File: config.mk
export PLATFORM = sky130hd
export DESIGN_NAME = sync_fifo_ctrl
export DESIGN_NICKNAME = d
export VERILOG_FILES = /design/src/rtl/sync_fifo_ctrl.sv
export SDC_FILE = /design/constraint.sdc
export NUM_CORES = 1
export LEC_CHECK = 0
export CORE_UTILIZATION = 59
export CTS_CLUSTER_DIAMETER = 150
export DETAILED_ROUTE_END_ITERATION = 12
export PLACE_DENSITY_LB_ADDON = 0.1
export SYNTH_ARGS = -nofsm -noshare
export SYNTH_HDL_FRONTEND = slang
export SYNTH_SLANG_ARGS = --single-unit
export TNS_END_PERCENT = 10
File: constraint.sdc
create_clock -name clk -period 3.44 [get_ports clk]
set_input_delay 0.344 -clock clk [delete_from_list [all_inputs] [get_ports clk]]
set_output_delay 0.344 -clock clk [all_outputs]
set_load 0.01 [all_outputs]
File: src/rtl/sync_fifo_ctrl.sv
// Single-clock FIFO with internal pointers, occupancy count, full/empty and almost-flags.
// Optional sticky overflow/underflow ports are enabled by defining FIFO_ERR_FLAG_EN.
module sync_fifo_ctrl #(
   parameter int WIDTH     = 8,
   parameter int DEPTH     = 16,
   parameter int AFULL_TH  = DEPTH - 2,
   parameter int AEMPTY_TH = 2
) (
   input  logic                       clk,
   input  logic                       rst,
   input  logic [WIDTH-1:0]           data_in,
   input  logic                       write_en,
   input  logic                       read_en,
   output logic [WIDTH-1:0]           data_out,
   output logic                       data_out_vld,
   output logic                       full,
   output logic                       empty,
   output logic                       almost_full,
   output logic                       almost_empty,
   output logic [$clog2(DEPTH):0]     count
`ifdef FIFO_ERR_FLAG_EN
   ,
   output logic                       overflow,
   output logic                       underflow
`endif
);

   localparam int AW = $clog2(DEPTH);
   localparam int CW = AW + 1;

   logic [WIDTH-1:0] mem [DEPTH];
   logic [AW-1:0]    wr_ptr;
   logic [AW-1:0]    rd_ptr;
   logic             wr_acc;
   logic             rd_acc;

   // Flags decode the registered count, so accept decisions use last-edge state only.
   assign full         = (count == CW'(DEPTH));
   assign empty        = (count == '0);
   assign almost_full  = (count >= CW'(AFULL_TH));
   assign almost_empty = (count <= CW'(AEMPTY_TH));

   assign wr_acc = write_en & ~full;
   assign rd_acc = read_en & ~empty;

   always_ff @(posedge clk) begin
      if (wr_acc && !rst) begin
         mem[wr_ptr] <= data_in;
      end
   end

   always_ff @(posedge clk) begin
      if (rst) begin
         wr_ptr       <= '0;
         rd_ptr       <= '0;
         count        <= '0;
         data_out     <= '0;
         data_out_vld <= 1'b0;
      end else begin
         data_out_vld <= rd_acc;
         if (wr_acc) begin
            wr_ptr <= wr_ptr + 1'b1;
         end
         if (rd_acc) begin
            data_out <= mem[rd_ptr];
            rd_ptr   <= rd_ptr + 1'b1;
         end
         case ({wr_acc, rd_acc})
            2'b10:   count <= count + 1'b1;
            2'b01:   count <= count - 1'b1;
            default: count <= count;
         endcase
      end
   end

`ifdef FIFO_ERR_FLAG_EN
   always_ff @(posedge clk) begin
      if (rst) begin
         overflow  <= 1'b0;
         underflow <= 1'b0;
      end else begin
         if (write_en && full) begin
            overflow <= 1'b1;
         end
         if (read_en && empty) begin
            underflow <= 1'b1;
         end
      end
   end
`endif

endmodule

Yosys cells after proc, flatten, opt, wreduce, memory -nomap -nowiden
Memory sizes are Yosys's and may differ from the RTL's. A register that Yosys moved wholly into a read port is not among the register bits.
Index checks and enable logic that the tools add are counted.

word-level totals
  input port bits = 12
  word-level logic and storage cells = 25
  output and inout port bits = 18
  bits in writable memories = 128
  memories = 1
  register bits after elaboration = 14

operators by class
  bitwise gates (word level) = 4
  reduce and logical (&&, ||, !) cells = 4
  eq/ne operators = 3
  add/subtract/negate cells = 4
  multiplexer cells = 3
  $lt $le $gt $ge = 2

memory list
  memory  words  bits a word  rd ports  clocked after Yosys merged registers in  wr ports  RTL line  text
  mem     16     8            1         1                                        1         31        logic [WIDTH-1:0] mem [DEPTH];

operators by type and width
  operator                                             number
  case mux 5 bit (2 select lines)                      1
  adder 4 x 1 -> 4 bit, second input constant          2
  adder 5 x 1 -> 5 bit, second input constant          1
  equality test 5 bit, second input constant           1
  >= comparator 5 x 4 -> 1 bit, second input constant  1
  <= comparator 5 x 2 -> 1 bit, second input constant  1
  zero test 5 bit                                      1
  subtractor 5 x 1 -> 5 bit, second input constant     1
  AND 1 bit                                            2
  equality test 2 x 1 -> 1 bit, second input constant  1
  equality test 2 bit, second input constant           1
  2-to-1 mux 1 bit                                     2
  inverter 1 bit                                       2
  nonzero test 2 bit                                   1
  logical AND 1 bit                                    1
  zero test 1 bit                                      1

Longest topological paths before layout
Gate-level depths: netlist (run 1).

  word-level depth = 6
  gate-level depth with buffers = 12
  mapped depth without buffers = 11

Least setup slack after synthesis (run 1)
No wires, ideal clock.

  path type = reg2reg
  from = reg count[0]
  to = reg count[4]
  arrival = 2.808 ns
  setup time = 0.121 ns
  clock period less this slack = 2.929 ns
  stages on the path, launching flop included = 12
  path slack = 0.511 ns
  path buffers = 1
  data required time = 3.319 ns
  cells stage by stage = dfxtp_1 or4_4 o21ai_4 inv_2 buf_6 ha_1 ha_1 nor2b_1 o21ai_0 a21oi_1 or3b_1 mux2_2

between the ends
  cells in the longest elaborated chain, start to end = 5
  elaborated cells between the ends (all ways) = 12
  those cells by class = 2 x add/sub; 3 x eq/ne; 1 x mux; 4 x bitwise; 2 x reduce/logical

RTL lines
  what                                                                          RTL line  text
  from (decl)                                                                   20        output logic [$clog2(DEPTH):0] count
  from (signal assigned)                                                        69        2'b10: count <= count + 1'b1;
  from (signal assigned)                                                        70        2'b01: count <= count - 1'b1;
  from (signal assigned)                                                        71        default: count <= count;
  zero test 5 bit (*)                                                           39        assign empty = (count == '0);
  inverter 1 bit (*)                                                            44        assign rd_acc = read_en & ~empty;
  AND 1 bit (*)                                                                 44
  named net rd_acc                                                              35        logic rd_acc;
  equality test 2 x 1 -> 1 bit / equality test 2 bit (equally long branches)    68        case ({wr_acc, rd_acc})
  case mux 5 bit (2 select lines) / nonzero test 2 bit (equally long branches)  n/a

Mark *: on every way through the listed nets, which the timed path passes. The rest lies on a longest branch.
A chain may end at the register's enable or synchronous reset.

Worst setup path after layout (run 1)
  from = reg count[0]
  to = reg count[4]

between the ends
  cells in the longest elaborated chain, start to end = 5
  elaborated cells between the ends (all ways) = 12
  those cells by class = 2 x add/sub; 3 x eq/ne; 1 x mux; 4 x bitwise; 2 x reduce/logical

RTL lines
  what                                                                          RTL line
  equality test 5 bit / zero test 5 bit (equally long branches)                 38, 39
  inverter 1 bit (on tied branches)                                             43, 44
  AND 1 bit (on tied branches)                                                  43, 44
  equality test 2 x 1 -> 1 bit / equality test 2 bit (equally long branches)    68
  case mux 5 bit (2 select lines) / nonzero test 2 bit (equally long branches)  n/a

Parallel ways exist; a longest one is shown, timed or not.

==> results of run 1 <==
[routing by layer]
layer / GRT usage (%) / wire (µm)
met5: 0 / 0
met4: 12.03 / 208
met3: 5.309 / 701
met2: 41.11 / 6058
met1: 32.79 / 5342
[state kept, by name (all words and copies together), names as in the netlist]
register      count
rd_ptr            4
data_out          8
wr_ptr            4
data_out_vld      1
count             5
mem             128
[kinds of logic (layout without fill, tap and decap cells)]
| group | count (synthesis) | after routing | share of synthesized area (%) |
|---|---|---|---|
| compound gates | 52 | 52 | 5.837 |
| xor+xnor | 8 | 8 | 1.279 |
| fa+ha+maj | 10 | 10 | 2.187 |
| buf+inv | 28 | 75 | 2.661 |
| flops | 150 | 150 | 70.63 |
| mux | 66 | 66 | 10.91 |
| simple gates | 82 | 82 | 6.498 |
[cells in the mapped netlist, drive strengths merged, types with 3 or more instances]
master and instances:
nand2 11, buf 14, nor2 44, nor2b 3, ha 9, mux2i 65
nor4 9, edfxtp 128, xnor2 3, dfxtp 22, xor2 5, o22ai 32
clkbuf 6, a21oi 6, nand3b 4, inv 8, a211oi 8
[area by class of cell]
cell class | count | share of cell area [%]
inverters | 8 | 0.4292
flip-flops and latches | 150 | 61.28
clock inverters | 15 | 2.039
multi-input cells | 218 | 23.16
repair buffers | 35 | 4.793
well taps | 133 | 2.378
clock buffers | 17 | 5.919
[report_power, final]
group	switching (mW)	internal, mW	total [mW]	leakage [nW]
Combinational	0.501	0.447	0.948	0.604
Clock	0.759	0.974	1.73	0.267
Sequential	0.121	2.08	2.20	1.33
Total	1.38	3.50	4.88	2.20
[worst reg2reg max path, cell delays in order (launching register included)]
cell	delay, ns
dfxtp_1	0.38
or4_4	0.58
o21ai_4	0.17
inv_2	0.06
ha_1	0.23
ha_1	0.33
nor2b_1	0.15
o21ai_0	0.22
a21oi_1	0.10
or3b_1	0.36
mux2_2	0.28
[how the worst min path moves through the flow]
stage,to,slack [ns],cells past startpoint
6_report,data_out_vld,0.45,3
3_5_place_dp,data_out[0],0.50,2
3_3_place_gp,data_out[0],0.49,2
5_1_grt,data_out_vld,0.46,3
2_1_floorplan,mem[0][0],0.44,0
4_1_cts,data_out_vld,0.44,3
==> out/results.tsv, run 1 <==
stage	metric	value	unit
outcome	outcome	completed	
critical_path	Crit path largest cell delay	0.58	ns
synth	Cell Area, Synth	6066	µm²
clock_network	CTS tree	yes	
synth	Yosys top cell area share	63.37	%
synth	synthesized instance count	396	
grt	initial antenna violation count	0	
sta	Highest Clock Rate	335.4	MHz
die	Rows	36	
critical_path	most used cell, CP	ha_1	
clock_network	CTS max path bufs	2	
sta	final setup margin	0.4582	ns
routing	Via Count	3361	
synth	async set-reset flop share out of synthesis	0	%
die	die area	10690	µm²
clock_network	post-CTS resize count	0	
clock_network	later-pin clock latency in the skew report	0.52	ns
place	GP Congestion	0.7885	
critical_path	R2R Path End	count[4]	
pwr	total chip power	4.884	mW
flow_run	Max-Cap Viols	0	
critical_path	CP Buf/Inv Count	1	
critical_path	Worst Setup Path Type	reg2reg	
critical_path	delay-heaviest family, CP	simple AND/OR/NAND/NOR gates	
critical_path	Cell Chain, Critical Path	or4_4, o21ai_4, inv_2, ha_1, ha_1, nor2b_1, o21ai_0, a21oi_1, or3b_1, mux2_2	
place	placed insts	544	
layout	NumNets Final	452	
grt	vias in the first global route	3384	
routing	via-per-instance ratio	5.835	
critical_path	CP Max Fanout	7	
grt	first-pass GRT wire length	18.55	mm
sta	Clock Skews	0.006514	ns
routing	final WL	12.31	mm
critical_path	crit path to	count[4]	
worst_hold_path	Hold Path Class	in2reg	
clock_network	TritonCTS buffer count	17	
sta	Final Critical Period	2.982	ns
routing	Pre-antenna DRT Iters	4	
clock_network	post-CTS setup buffers	0	
grt	Tot GR Track Use	25.29	%
clock_network	clock-pin slew on the worst setup and hold paths	0.07	ns
sta	Setup TNS	0	ns
place	pre-CTS WS	0.5192	ns
place	DPL Wire Length	7.936	mm
synth	synthesized flop and latch total	150	
synth	synth unique cells	40	
layout	Area growth syn-to-layout	15.35	%
critical_path	critical path's slowest cell	or4_4	
sta	Pins Over Slew Limit	0	
grt	largest net degree at the start of global routing	41	
sta	WHS	0.4532	ns
die	Initial Util	61.49	%
layout	Final Util	70.93	%
grt	Congestion Overflow GR	0	
clock_network	Root Driver	clkbuf_8	
die	core box area	9864	µm²
pwr	Power Density	698.0	nW/µm²
layout	final instance area	6997	µm²
die	# IOs	30	
clock_network	clock net sink count	150	
critical_path	Crit. End Element	register	
layout	layout cells sized above 1	10.61	%
critical_path	Startpoint Class	register	
routing	WL per Instance	21.37	µm
layout	Multi-input gate area	1620	µm²
sta	Max transition margin	44.49	%
layout	Antenna Cells	0	
pwr	Static Leak	2.205	nW
critical_path	reg2reg start	count[0]	
routing	DRT iter0 DRCs	218	
sta	setup violators final	0	
synth	syn nets	418	
routing	number of routed nets with antenna violations	0	
die	die width	103.4	µm
critical_path	CP Data Required Time	3.85	ns
sta	worst-margin pin slew	0.8295	ns
synth	Main synth FF type	edfxtp_1	
place	Placed Area	6440	µm²
clock_network	htree depth	4	
critical_path	reg-to-reg setup timing slack	0.46	ns
synth	post-synthesis sequential area ratio	70.63	%
sta	fin crit share	86.68	%
die	Die Y	103.4	µm
synth	largest cells by area after synthesis	edfxtp_1 (63%), mux2i_1 (11%), dfxtp_1 (7.3%), o22ai_1 (3.3%), nor2_1 (2.7%)	
place	IO buf count	29	
synth	mean post-synth cell area	15.32	µm²
layout	FF+latch area	4288	µm²
layout	most frequent cells in the layout	edfxtp_1 (128), mux2i_1 (65), nor2_1 (44), o22ai_1 (32), clkdlybuf4s50_1 (29)	
layout	post-route insts no fill	576	
critical_path	worst path arrival time	3.39	ns
synth	Yosys warning total	0	
synth	EDFF count, synth	128	
layout	commonest non-fill, non-tap cell in the layout	edfxtp_1	
critical_path	WP depth	10	
layout	fillers	650	
clock_network	Hold-fix buffers, CTS	0	
worst_hold_path	HP Start	read_en	
sta	unrepaired setup endpoints after global routing	no	
routing	DRC violations left	0	
critical_path	critical path launch point	count[0]	
critical_path	reg2reg path depth	10	
synth	area leader, netlist	edfxtp_1	
sta	final hold vios	0	
pwr	Worst IR Drop VDD	0.3618	mV
Power figures use the tool's default switching activity.
==> inputs of run 2 (changes only) <==
GPL_TIMING_DRIVEN = 0   (was default)
==> out/results.tsv, run 2 (same netlist as run 1, synthesis figures left out) <==
stage	metric	value	unit	change
outcome	outcome	completed		
place	DPL Wire Length	8.180	mm	+3.1%
critical_path	reg2reg path depth	11		+1
layout	Largest register FFs	128		unchanged
critical_path	CP Max Fanout	10		+3
layout	Area growth syn-to-layout	16.32	%	
sta	Final Critical Period	3.147	ns	+0.1651 ns
sta	final hold vios	0		unchanged
sta	Clock Skews	0.01247	ns	+0.005960 ns
clock_network	clock-pin slew on the worst setup and hold paths	0.06	ns	about the same
routing	WL per Instance	20.99	µm	-1.8%
die	Initial Util	61.49	%	unchanged
layout	top flop regs	mem (128), data_out (8), count (5)		
sta	fin crit share	91.48	%	+4.8 points
die	die width	103.4	µm	unchanged
place	IO buf count	28		-3.4%
critical_path	worst path arrival time	3.55	ns	+0.16 ns
clock_network	Root Driver	clkbuf_8		
pwr	Worst IR Drop VDD	0.4353	mV	+20%
layout	commonest non-fill, non-tap cell in the layout	edfxtp_1		
clock_network	TritonCTS buffer count	17		unchanged
routing	Via Count	3514		+4.6%
clock_network	htree depth	4		unchanged
worst_hold_path	cell count of the worst hold path	2		-1
critical_path	Crit. End Element	register		
sta	Highest Clock Rate	317.8	MHz	-5.2%
routing	number of routed nets with antenna violations	0		unchanged
grt	Tot GR Track Use	25.19	%	-0.11 points
pwr	Power Density	688.0	nW/µm²	-1.4%
layout	most frequent cells in the layout	edfxtp_1 (128), mux2i_1 (65), nor2_1 (44), o22ai_1 (32), clkdlybuf4s50_1 (28)		
clock_network	post-CTS setup buffers	0		unchanged
die	# IOs	30		unchanged
grt	largest net degree at the start of global routing	17		-59%
routing	DRT iter0 DRCs	209		-4.1%
critical_path	critical path launch point	count[0]		
worst_hold_path	Hold Path Class	in2reg		
critical_path	reg-to-reg setup timing slack	0.29	ns	-0.17 ns
sta	Setup TNS	0	ns	unchanged
clock_network	clock net sink count	150		unchanged
die	Rows	36		unchanged
layout	NumNets Final	465		+2.9%
place	GP Congestion	0.7861		-0.30%
layout	Final Util	71.52	%	+0.60 points
sta	final setup margin	0.2931	ns	-0.1651 ns
sta	setup violators final	0		unchanged
layout	layout cells sized above 1	12.50	%	+1.9 points
clock_network	later-pin clock latency in the skew report	0.52	ns	about the same
layout	Antenna Cells	0		unchanged
worst_hold_path	HP Start	rst		
grt	initial antenna violation count	0		unchanged
sta	Pins Over Slew Limit	0		unchanged
routing	via-per-instance ratio	5.966		+2.2%
clock_network	CTS tree	yes		
critical_path	R2R Path End	count[4]		
sta	worst-margin pin slew	0.7825	ns	-0.04698 ns
routing	DRC violations left	0		unchanged
die	die area	10690	µm²	unchanged
worst_hold_path	Hold EP	data_out[7]		
clock_network	CTS max path bufs	2		unchanged
die	Die Y	103.4	µm	unchanged
flow_run	Max-Cap Viols	0		unchanged
sta	unrepaired setup endpoints after global routing	no		
place	pre-CTS WS	0.3179	ns	-0.2013 ns
critical_path	Startpoint Class	register		
layout	Biggest register	mem		
sta	WHS	0.06062	ns	-0.3926 ns
routing	Pre-antenna DRT Iters	5		+1
critical_path	CP Data Required Time	3.84	ns	about the same
pwr	Static Leak	2.249	nW	+2.0%
routing	final WL	12.37	mm	+0.44%
die	core box area	9864	µm²	unchanged
sta	Max transition margin	47.67	%	+3.2 points
critical_path	Worst Setup Path Type	reg2reg		
clock_network	Hold-fix buffers, CTS	0		unchanged
critical_path	reg2reg start	count[0]		
grt	Congestion Overflow GR	0		unchanged
grt	first-pass GRT wire length	18.60	mm	+0.30%
grt	vias in the first global route	3436		+1.5%
clock_network	post-CTS resize count	0		unchanged
-- run 2: cell count changes in the layout (fill, tap and decap cells not counted), sizes merged --
cell           delta
clkinv            -2
buf               +8
clkinvlp          +2
clkbuf            +7
clkdlybuf4s50     -1
bufinv            -1
-- run 2: worst max-delay path by stage --
| stage | end | cells after the start |
|---|---|---|
| 2_1_floorplan | count[4] | 11 |
| 3_3_place_gp | count[4] | 11 |
| 3_5_place_dp | count[4] | 11 |
| 4_1_cts | count[4] | 11 |
| 5_1_grt | count[4] | 11 |
| 6_report | count[4] | 11 |
-- run 2: routing by layer --
| layer | GRT usage (%) | vias up | part of all wire (%) |
|---|---|---|---|
| li1 | - | 1622 | - |
| met1 | 33.66 | 1727 | 43 |
| met2 | 41.31 | 153 | 49 |
| met3 | 5.040 | 12 | 6.8 |
| met4 | 9.209 | 0 | 1.3 |
| met5 | 0 | - | 0 |
-- run 2: worst max-delay path: stages (launching register included) --
cell and delay (ns):
dfxtp_1 0.38, or4_4 0.58, o21ai_4 0.16, inv_2 0.07
buf_6 0.15, ha_1 0.25, ha_1 0.33, nor2b_1 0.15
o21ai_0 0.21, a21oi_1 0.10, or3b_1 0.37, mux2_2 0.27
-- run 2: power breakdown --
| part | internal, mW | total [mW] | switching [mW] |
|---|---|---|---|
| registers | 2.08 | 2.18 | 0.0929 |
| clock network | 0.922 | 1.66 | 0.740 |
| logic | 0.471 | 1.02 | 0.545 |
| total | 3.48 | 4.85 | 1.38 |
-- run 2: stage by stage --
stage | std cells | area [µm²] | total power [mW]
floorplan | 396 | 6066 | 2.791
detailed placement | 557 | 6513 | 3.219
global route | 589 | 7056 | 5.027
global placement | 557 | 6513 | 3.184
CTS | 589 | 7056 | 4.861
finish | 589 | 7056 | 4.854
-- run 2: cell type report --
class,instances,area (µm²)
Sequential cell,150,4284
Fill cell,621,2809
Tap cell,133,166.4
Buffer,20,131.4
Timing Repair Buffer,28,280.3
Clock buffer,18,427.9
Clock inverter,14,115.1
Inverter,8,30.03
Multi-Input combinational cell,218,1620
==> inputs of run 3 (changes only) <==
TNS_END_PERCENT = 30   (was 10)
==> results of run 3 <==
Same layout as run 2: the final DEF is identical, and so are final timing and power.
==> RTL change 1: new RTL, config.mk and constraints of run 3 <==
The parameter `WIDTH` goes from 8 to 6.
--- a/src/rtl/sync_fifo_ctrl.sv
+++ b/src/rtl/sync_fifo_ctrl.sv
@@ -2,5 +2,5 @@
 // Optional sticky overflow/underflow ports are enabled by defining FIFO_ERR_FLAG_EN.
 module sync_fifo_ctrl #(
-   parameter int WIDTH     = 8,
+   parameter int WIDTH     = 6,
    parameter int DEPTH     = 16,
    parameter int AFULL_TH  = DEPTH - 2,
Ports: changed (resized data_in and data_out); port bits go from 30 to 26. The function was not compared with the original's and may differ.
==> RTL change 1 against run 3 <==
  * Power shrank 10%
  * Utilization increased by 2.6 points
  * Synthesized cell count is 18% lower
  * Area after synthesis down 22%
  * Global-route usage rose by 0.33 points
  * Worst setup slack worse by 0.0047 ns
  * Non-clock buffer count down 6
  * Count of clock-buffer cells in the layout rose by 4
  * Routed wire length decreased by 22%
  * First-iteration DRC count is 22% lower
  * Cell area is 18% lower
  * Sequential cell count decreased by 34
  * Hold slack improved by 0.46 ns
  * Largest cell class unchanged
==> RTL change 1: results (changes against run 3) <==
set qor(worst-path-max-fanout) 9 ;# -1
set qor(status) {completed}
set qor(first_global_vias) 2743 ;# -20%
set qor(yosys-top-cells-count) {sky130_fd_sc_hd__edfxtp_1, sky130_fd_sc_hd__mux2i_1, sky130_fd_sc_hd__nor2_1, sky130_fd_sc_hd__o22ai_1, sky130_fd_sc_hd__dfxtp_1}
set qor(post_synth_mux_area_share_pct) 10.78 ;# -0.13 points
set qor(cpPeakStageDelay_ns) 0.51 ;# -0.07 ns
set qor(route.final.wire_length_um) 9688 ;# -22%
set qor(detail_route.first_pass.iterations) 4 ;# -1
set qor(mappedNetlistNets) 346 ;# -17%
set qor(post_synth_main_area_contributors) {sky130_fd_sc_hd__edfxtp_1, sky130_fd_sc_hd__mux2i_1, sky130_fd_sc_hd__dfxtp_1, sky130_fd_sc_hd__nor2_1, sky130_fd_sc_hd__o22ai_1}
set qor(n_fill_cell) 515 ;# -17%
set qor(critPathSlowestCell) {sky130_fd_sc_hd__a31oi_2}
set qor(vdd_ir_drop_max_mv) 0.4664 ;# +7.1%
set qor(drive_gt1_share_pct) 12.47 ;# -0.032 points
set qor(static-leakage-power_uw) 0.001896 ;# -16%
set qor(hpwl_um) 6433 ;# -21%
set qor(globalRouteTotalUtil_pct) 25.51 ;# +0.33 points
set qor(portBuffers) 25 ;# -11%
set qor(syn-mean-instance-area_um2) 14.57 ;# -4.9%
set qor(synth_edf_count) 96 ;# -25%
set qor(wire_length_of_the_first_global_routing_pass_um) 15160 ;# -19%
set qor(synth.lib_cells_used.distinct) 35 ;# -13%
set qor(layoutNonFillerInstCount) 487 ;# -17%
set qor(yosys.area_share.adder_pct) 2.793 ;# +0.61 points
set qor(numPlacedInstances) 453 ;# -19%
set qor(largest_registers) {mem (96), data_out (6), count (5)}
set qor(vias) 2845 ;# -19%
set qor(seq_area_frac_synth_pct) 69.14 ;# -1.5 points
set qor(timing_worst_slew_pin_value_ns) 0.6491 ;# -0.1335 ns
set qor(finish.net_count) 392 ;# -16%
set qor(synthesized_area_fraction_occupied_by_xor_and_xnor_cells_pct) 1.476 ;# +0.20 points
set qor(drt_iter0_markers) 164 ;# -22%
## RTL change 1: final timing paths
kind / depth (start not counted) / endpoint / startpoint / slack, ns
worst max register to register: 10 / count[4] / count[1] / 0.29
worst max-delay path: 10 / count[4] / count[1] / 0.29
worst min-delay path: 2 / data_out[4] / data_out[4] / 0.52
worst min register to register: 2 / data_out[4] / data_out[4] / 0.52
## RTL change 1: layer usage
metal | routed length, µm | up-vias | global-route usage (%)
met4 | 55 | 0 | 9.766
li1 | - | 1332 | -
met5 | 0 | - | 0
met3 | 476 | 6 | 6.551
met2 | 4911 | 75 | 40.66
met1 | 4244 | 1432 | 34.00
## RTL change 1: repair_timing
| item | CTS | global route |
|---|---|---|
| buffers inserted | 0 | 2 |
| gates resized for setup | 0 | 1 |
| endpoints found under the setup margin | 0 | 1 |
## RTL change 1: kinds of logic (layout without fill, tap and decap cells)
group | after synthesis | in the layout
buf+inv | 24 | 83
simple gates | 76 | 76
xor+xnor | 8 | 8
fa+ha+maj | 10 | 10
compound gates | 41 | 41
flops | 116 | 116
mux | 51 | 51
## RTL change 1: through the flow
| step | total power, µW | utilization, % | setup slack [ns] |
|---|---|---|---|
| after detailed placement | 2577 | 66.00 | -0.06450 |
| final | 4367 | 74.08 | 0.2883 |
| after global routing | 4536 | 74.08 | 0.09546 |
| after CTS | 4354 | 73.82 | 0.09625 |
| after floorplan | 2210 | - | 0.6186 |
| after global placement | 2541 | 66.00 | 0.006347 |
## RTL change 1: power groups by stage
stage	clock network (µW)	registers, µW	logic [µW]
floorplan	0	1730	477
global placement	0	1720	820
detailed placement	0	1730	849
CTS	1800	1700	853
global route	1860	1720	961
finish	1780	1700	883
## RTL change 1: critical path: cells and delay by family, from the launching register on
family                   cells  cell delay (ns)
flip-flops                   1             0.48
multiplexers                 1             0.28
buffers and inverters        1             0.10
adder cells (fa/ha/maj)      2             0.60
AO/OA/AOI/OAI                3             0.87
AND/OR/NAND/NOR              3             0.70
## RTL change 1: cell type report
class / instances / share of cell area (%)
timing repair buffer: 27 / 4.610
sequential: 116 / 57.06
tap: 102 / 2.218
clock inverter: 10 / 2.696
clock buffer: 22 / 7.871
buffer: 15 / 1.435
multi-input combinational: 186 / 23.53
inverter: 9 / 0.5871
==> RTL change 2: new RTL, flow settings as in run 3 <==
Without the edit above. Put one more register stage on the output `count`, without a reset. The value now appears one clock later. The other outputs are not delayed to match. Comments in the files are not updated.
--- a/src/rtl/sync_fifo_ctrl.sv
+++ b/src/rtl/sync_fifo_ctrl.sv
@@ -29,4 +29,6 @@
    localparam int CW = AW + 1;
 
+   logic [$clog2(DEPTH):0] count_s0;
+
    logic [WIDTH-1:0] mem [DEPTH];
    logic [AW-1:0]    wr_ptr;
@@ -36,8 +38,8 @@
 
    // Flags decode the registered count, so accept decisions use last-edge state only.
-   assign full         = (count == CW'(DEPTH));
-   assign empty        = (count == '0);
-   assign almost_full  = (count >= CW'(AFULL_TH));
-   assign almost_empty = (count <= CW'(AEMPTY_TH));
+   assign full         = (count_s0 == CW'(DEPTH));
+   assign empty        = (count_s0 == '0);
+   assign almost_full  = (count_s0 >= CW'(AFULL_TH));
+   assign almost_empty = (count_s0 <= CW'(AEMPTY_TH));
 
    assign wr_acc = write_en & ~full;
@@ -54,5 +56,5 @@
          wr_ptr       <= '0;
          rd_ptr       <= '0;
-         count        <= '0;
+         count_s0     <= '0;
          data_out     <= '0;
          data_out_vld <= 1'b0;
@@ -67,7 +69,7 @@
          end
          case ({wr_acc, rd_acc})
-            2'b10:   count <= count + 1'b1;
-            2'b01:   count <= count - 1'b1;
-            default: count <= count;
+            2'b10:   count_s0 <= count_s0 + 1'b1;
+            2'b01:   count_s0 <= count_s0 - 1'b1;
+            default: count_s0 <= count_s0;
          endcase
       end
@@ -90,4 +92,8 @@
 `endif
 
+   always_ff @(posedge clk) begin
+      count <= count_s0;
+   end
+
 endmodule
 
Check against the original RTL: not equivalent (a bounded check fails within 4 cycles, from zero or initial values and one cycle with rst high).
==> RTL change 2 against run 3 <==
  * Power increased by 6.7%
  * Final cell count increased by 0.68%
  * Cell area increased by 2.3%
  * Die area increased by 1.6%
  * Routed wire length increased by 2.2%
  * Sequential cell count increased by 5
  * Area after synthesis increased by 1.6%
  * Fmax decreased by 0.61%
  * Hold slack improved by 0.012 ns
  * Worst setup slack got worse by 0.019 ns
  * Count of clock-buffer cells in the layout decreased by 1
  * Critical endpoint is now count_s0[4]
  * Highest routed layer unchanged
==> RTL change 2: results (changes against run 3) <==
set qor(portBuffers) 28 ;# unchanged
set qor(wire_length_of_the_first_global_routing_pass_um) 19030 ;# +2.3%
set qor(synth_edf_count) 128 ;# unchanged
set qor(drive_gt1_share_pct) 11.96 ;# -0.54 points
set qor(netSwitchingFraction_pct) 26.45 ;# -1.9 points
set qor(timing.rr.end) {count_s0[4]}
set qor(finalWeightedCongestion) 0.8719 ;# +11%
set qor(timing_worst_slew_pin_value_ns) 0.8293 ;# +0.04678 ns
set qor(drt_iter0_markers) 354 ;# +69%
set qor(regToRegSetupSlack_ns) 0.27 ;# -0.02 ns
set qor(layoutNonFillerInstCount) 593 ;# +0.68%
set qor(yosys_warnings) 0 ;# unchanged
set qor(hold_crit_path_type) {primary input to flop}
set qor(largest_registers) {mem (128), data_out (8)}
set qor(mappedNetlistNets) 423 ;# +1.2%
set qor(hpwl_um) 8157 ;# -0.27%
set qor(finish.net_count) 470 ;# +1.1%
set qor(vdd_ir_drop_max_mv) 0.3737 ;# -14%
set qor(worstHoldStart) {rst}
set qor(maximum_number_of_buffers_from_clock_root_to_sink) 2 ;# unchanged
set qor(crit_arrival_ns) 3.57 ;# +0.02 ns
set qor(post_cts_resized) 0 ;# unchanged
set qor(worstReg2RegStart) {count_s0[0]}
set qor(status) {completed}
set qor(vias) 3552 ;# +1.1%
set qor(syn-mean-instance-area_um2) 15.37 ;# +0.36%
set qor(yosys-top-cells-count) {sky130_fd_sc_hd__edfxtp_1, sky130_fd_sc_hd__mux2i_1, sky130_fd_sc_hd__nor2_1, sky130_fd_sc_hd__o22ai_1, sky130_fd_sc_hd__dfxtp_1}
set qor(wire_per_inst_um) 21.31 ;# +1.5%
set qor(detailedPlace.worstSlack_ns) 0.3255 ;# +0.007612 ns
set qor(final.setup_skew_ns) 0.006561 ;# -0.005913 ns
set qor(post_synth_main_area_contributors) {sky130_fd_sc_hd__edfxtp_1, sky130_fd_sc_hd__mux2i_1, sky130_fd_sc_hd__dfxtp_1, sky130_fd_sc_hd__o22ai_1, sky130_fd_sc_hd__nor2_1}
set qor(globalRouteTotalUtil_pct) 24.42 ;# -0.77 points
set qor(worst-path-max-fanout) 10 ;# unchanged
set qor(numPlacedInstances) 562 ;# +0.90%
set qor(hold_ws_ns) 0.07267 ;# +0.01205 ns
set qor(seq_area_frac_synth_pct) 71.12 ;# +0.49 points
set qor(first_global_vias) 3289 ;# -4.3%
set qor(static-leakage-power_uw) 0.002330 ;# +3.6%
set qor(detail_route.first_pass.iterations) 8 ;# +3
## RTL change 2: cell count changes after synthesis
cell	delta
sky130_fd_sc_hd__buf_2	+2
sky130_fd_sc_hd__buf_4	-1
sky130_fd_sc_hd__clkbuf_1	-1
sky130_fd_sc_hd__dfxtp_1	+5
## RTL change 2: critical path, cell delays in order, from the launching register on
cell and delay (ns):
sky130_fd_sc_hd__dfxtp_1 0.38, sky130_fd_sc_hd__or4_4 0.58, sky130_fd_sc_hd__o21ai_4 0.17, sky130_fd_sc_hd__inv_2 0.08, sky130_fd_sc_hd__buf_6 0.15, sky130_fd_sc_hd__ha_1 0.23, sky130_fd_sc_hd__ha_1 0.32, sky130_fd_sc_hd__nor2b_1 0.15
sky130_fd_sc_hd__o21ai_0 0.24, sky130_fd_sc_hd__a21oi_1 0.11, sky130_fd_sc_hd__or3b_1 0.37, sky130_fd_sc_hd__mux2_2 0.28
## RTL change 2: worst max-delay path by stage
stage,from,end,cells past startpoint,slack [ns]
final,count_s0[0],count_s0[4],11,0.27
after global routing,count_s0[0],count_s0[4],11,0.16
after global placement,count_s0[0],count_s0[4],11,0.38
after CTS,count_s0[0],count_s0[4],11,0.30
after floorplan,count_s0[0],count_s0[4],11,0.55
after detailed placement,count_s0[0],count_s0[4],11,0.33
## RTL change 2: cells by family (layout without fill, tap and decap cells)
logic type,Yosys count,in the layout,synth area share (%)
DFF,155,155,71.12
adders and majority gates,10,10,2.151
buffers and inverters,28,87,2.598
and+or+nand+nor,82,82,6.393
xor gates and xnor gates,8,8,1.258
AOI/OAI and AO/OA,52,52,5.744
muxes,66,66,10.74
## RTL change 2: power groups by stage
stage	clock, µW	combinational, µW	sequential, µW
after global routing	1990	1090	2270
final	1910	1010	2260
after CTS	1920	1010	2260
after detailed placement	0	1000	2300
after floorplan	0	569	2310
after global placement	0	984	2290
## RTL change 2: layer usage
metal,GRT usage (%),routed length [µm],vias to the layer above
li1,-,-,1625
met1,33.17,5168,1758
met2,39.67,6357,150
met3,5.952,955,19
met4,6.633,155,0
met5,0,0,-
## RTL change 2: stage by stage
| step | power [µW] | cell area, µm² |
|---|---|---|
| 2_1_floorplan | 2874 | 6165 |
| 3_3_place_gp | 3270 | 6611 |
| 3_5_place_dp | 3299 | 6611 |
| 4_1_cts | 5185 | 7219 |
| 5_1_grt | 5352 | 7219 |
| 6_report | 5179 | 7219 |
## RTL change 2: final cells by class
type,instances,area (µm²)
buffer,20,130.1
tap,133,166.4
clock buffer,17,414.1
timing repair buffer,28,280.3
sequential,155,4384
fill,638,2735
multi-input combinational,218,1620
inverter,8,30.03
clock inverter,14,193.9
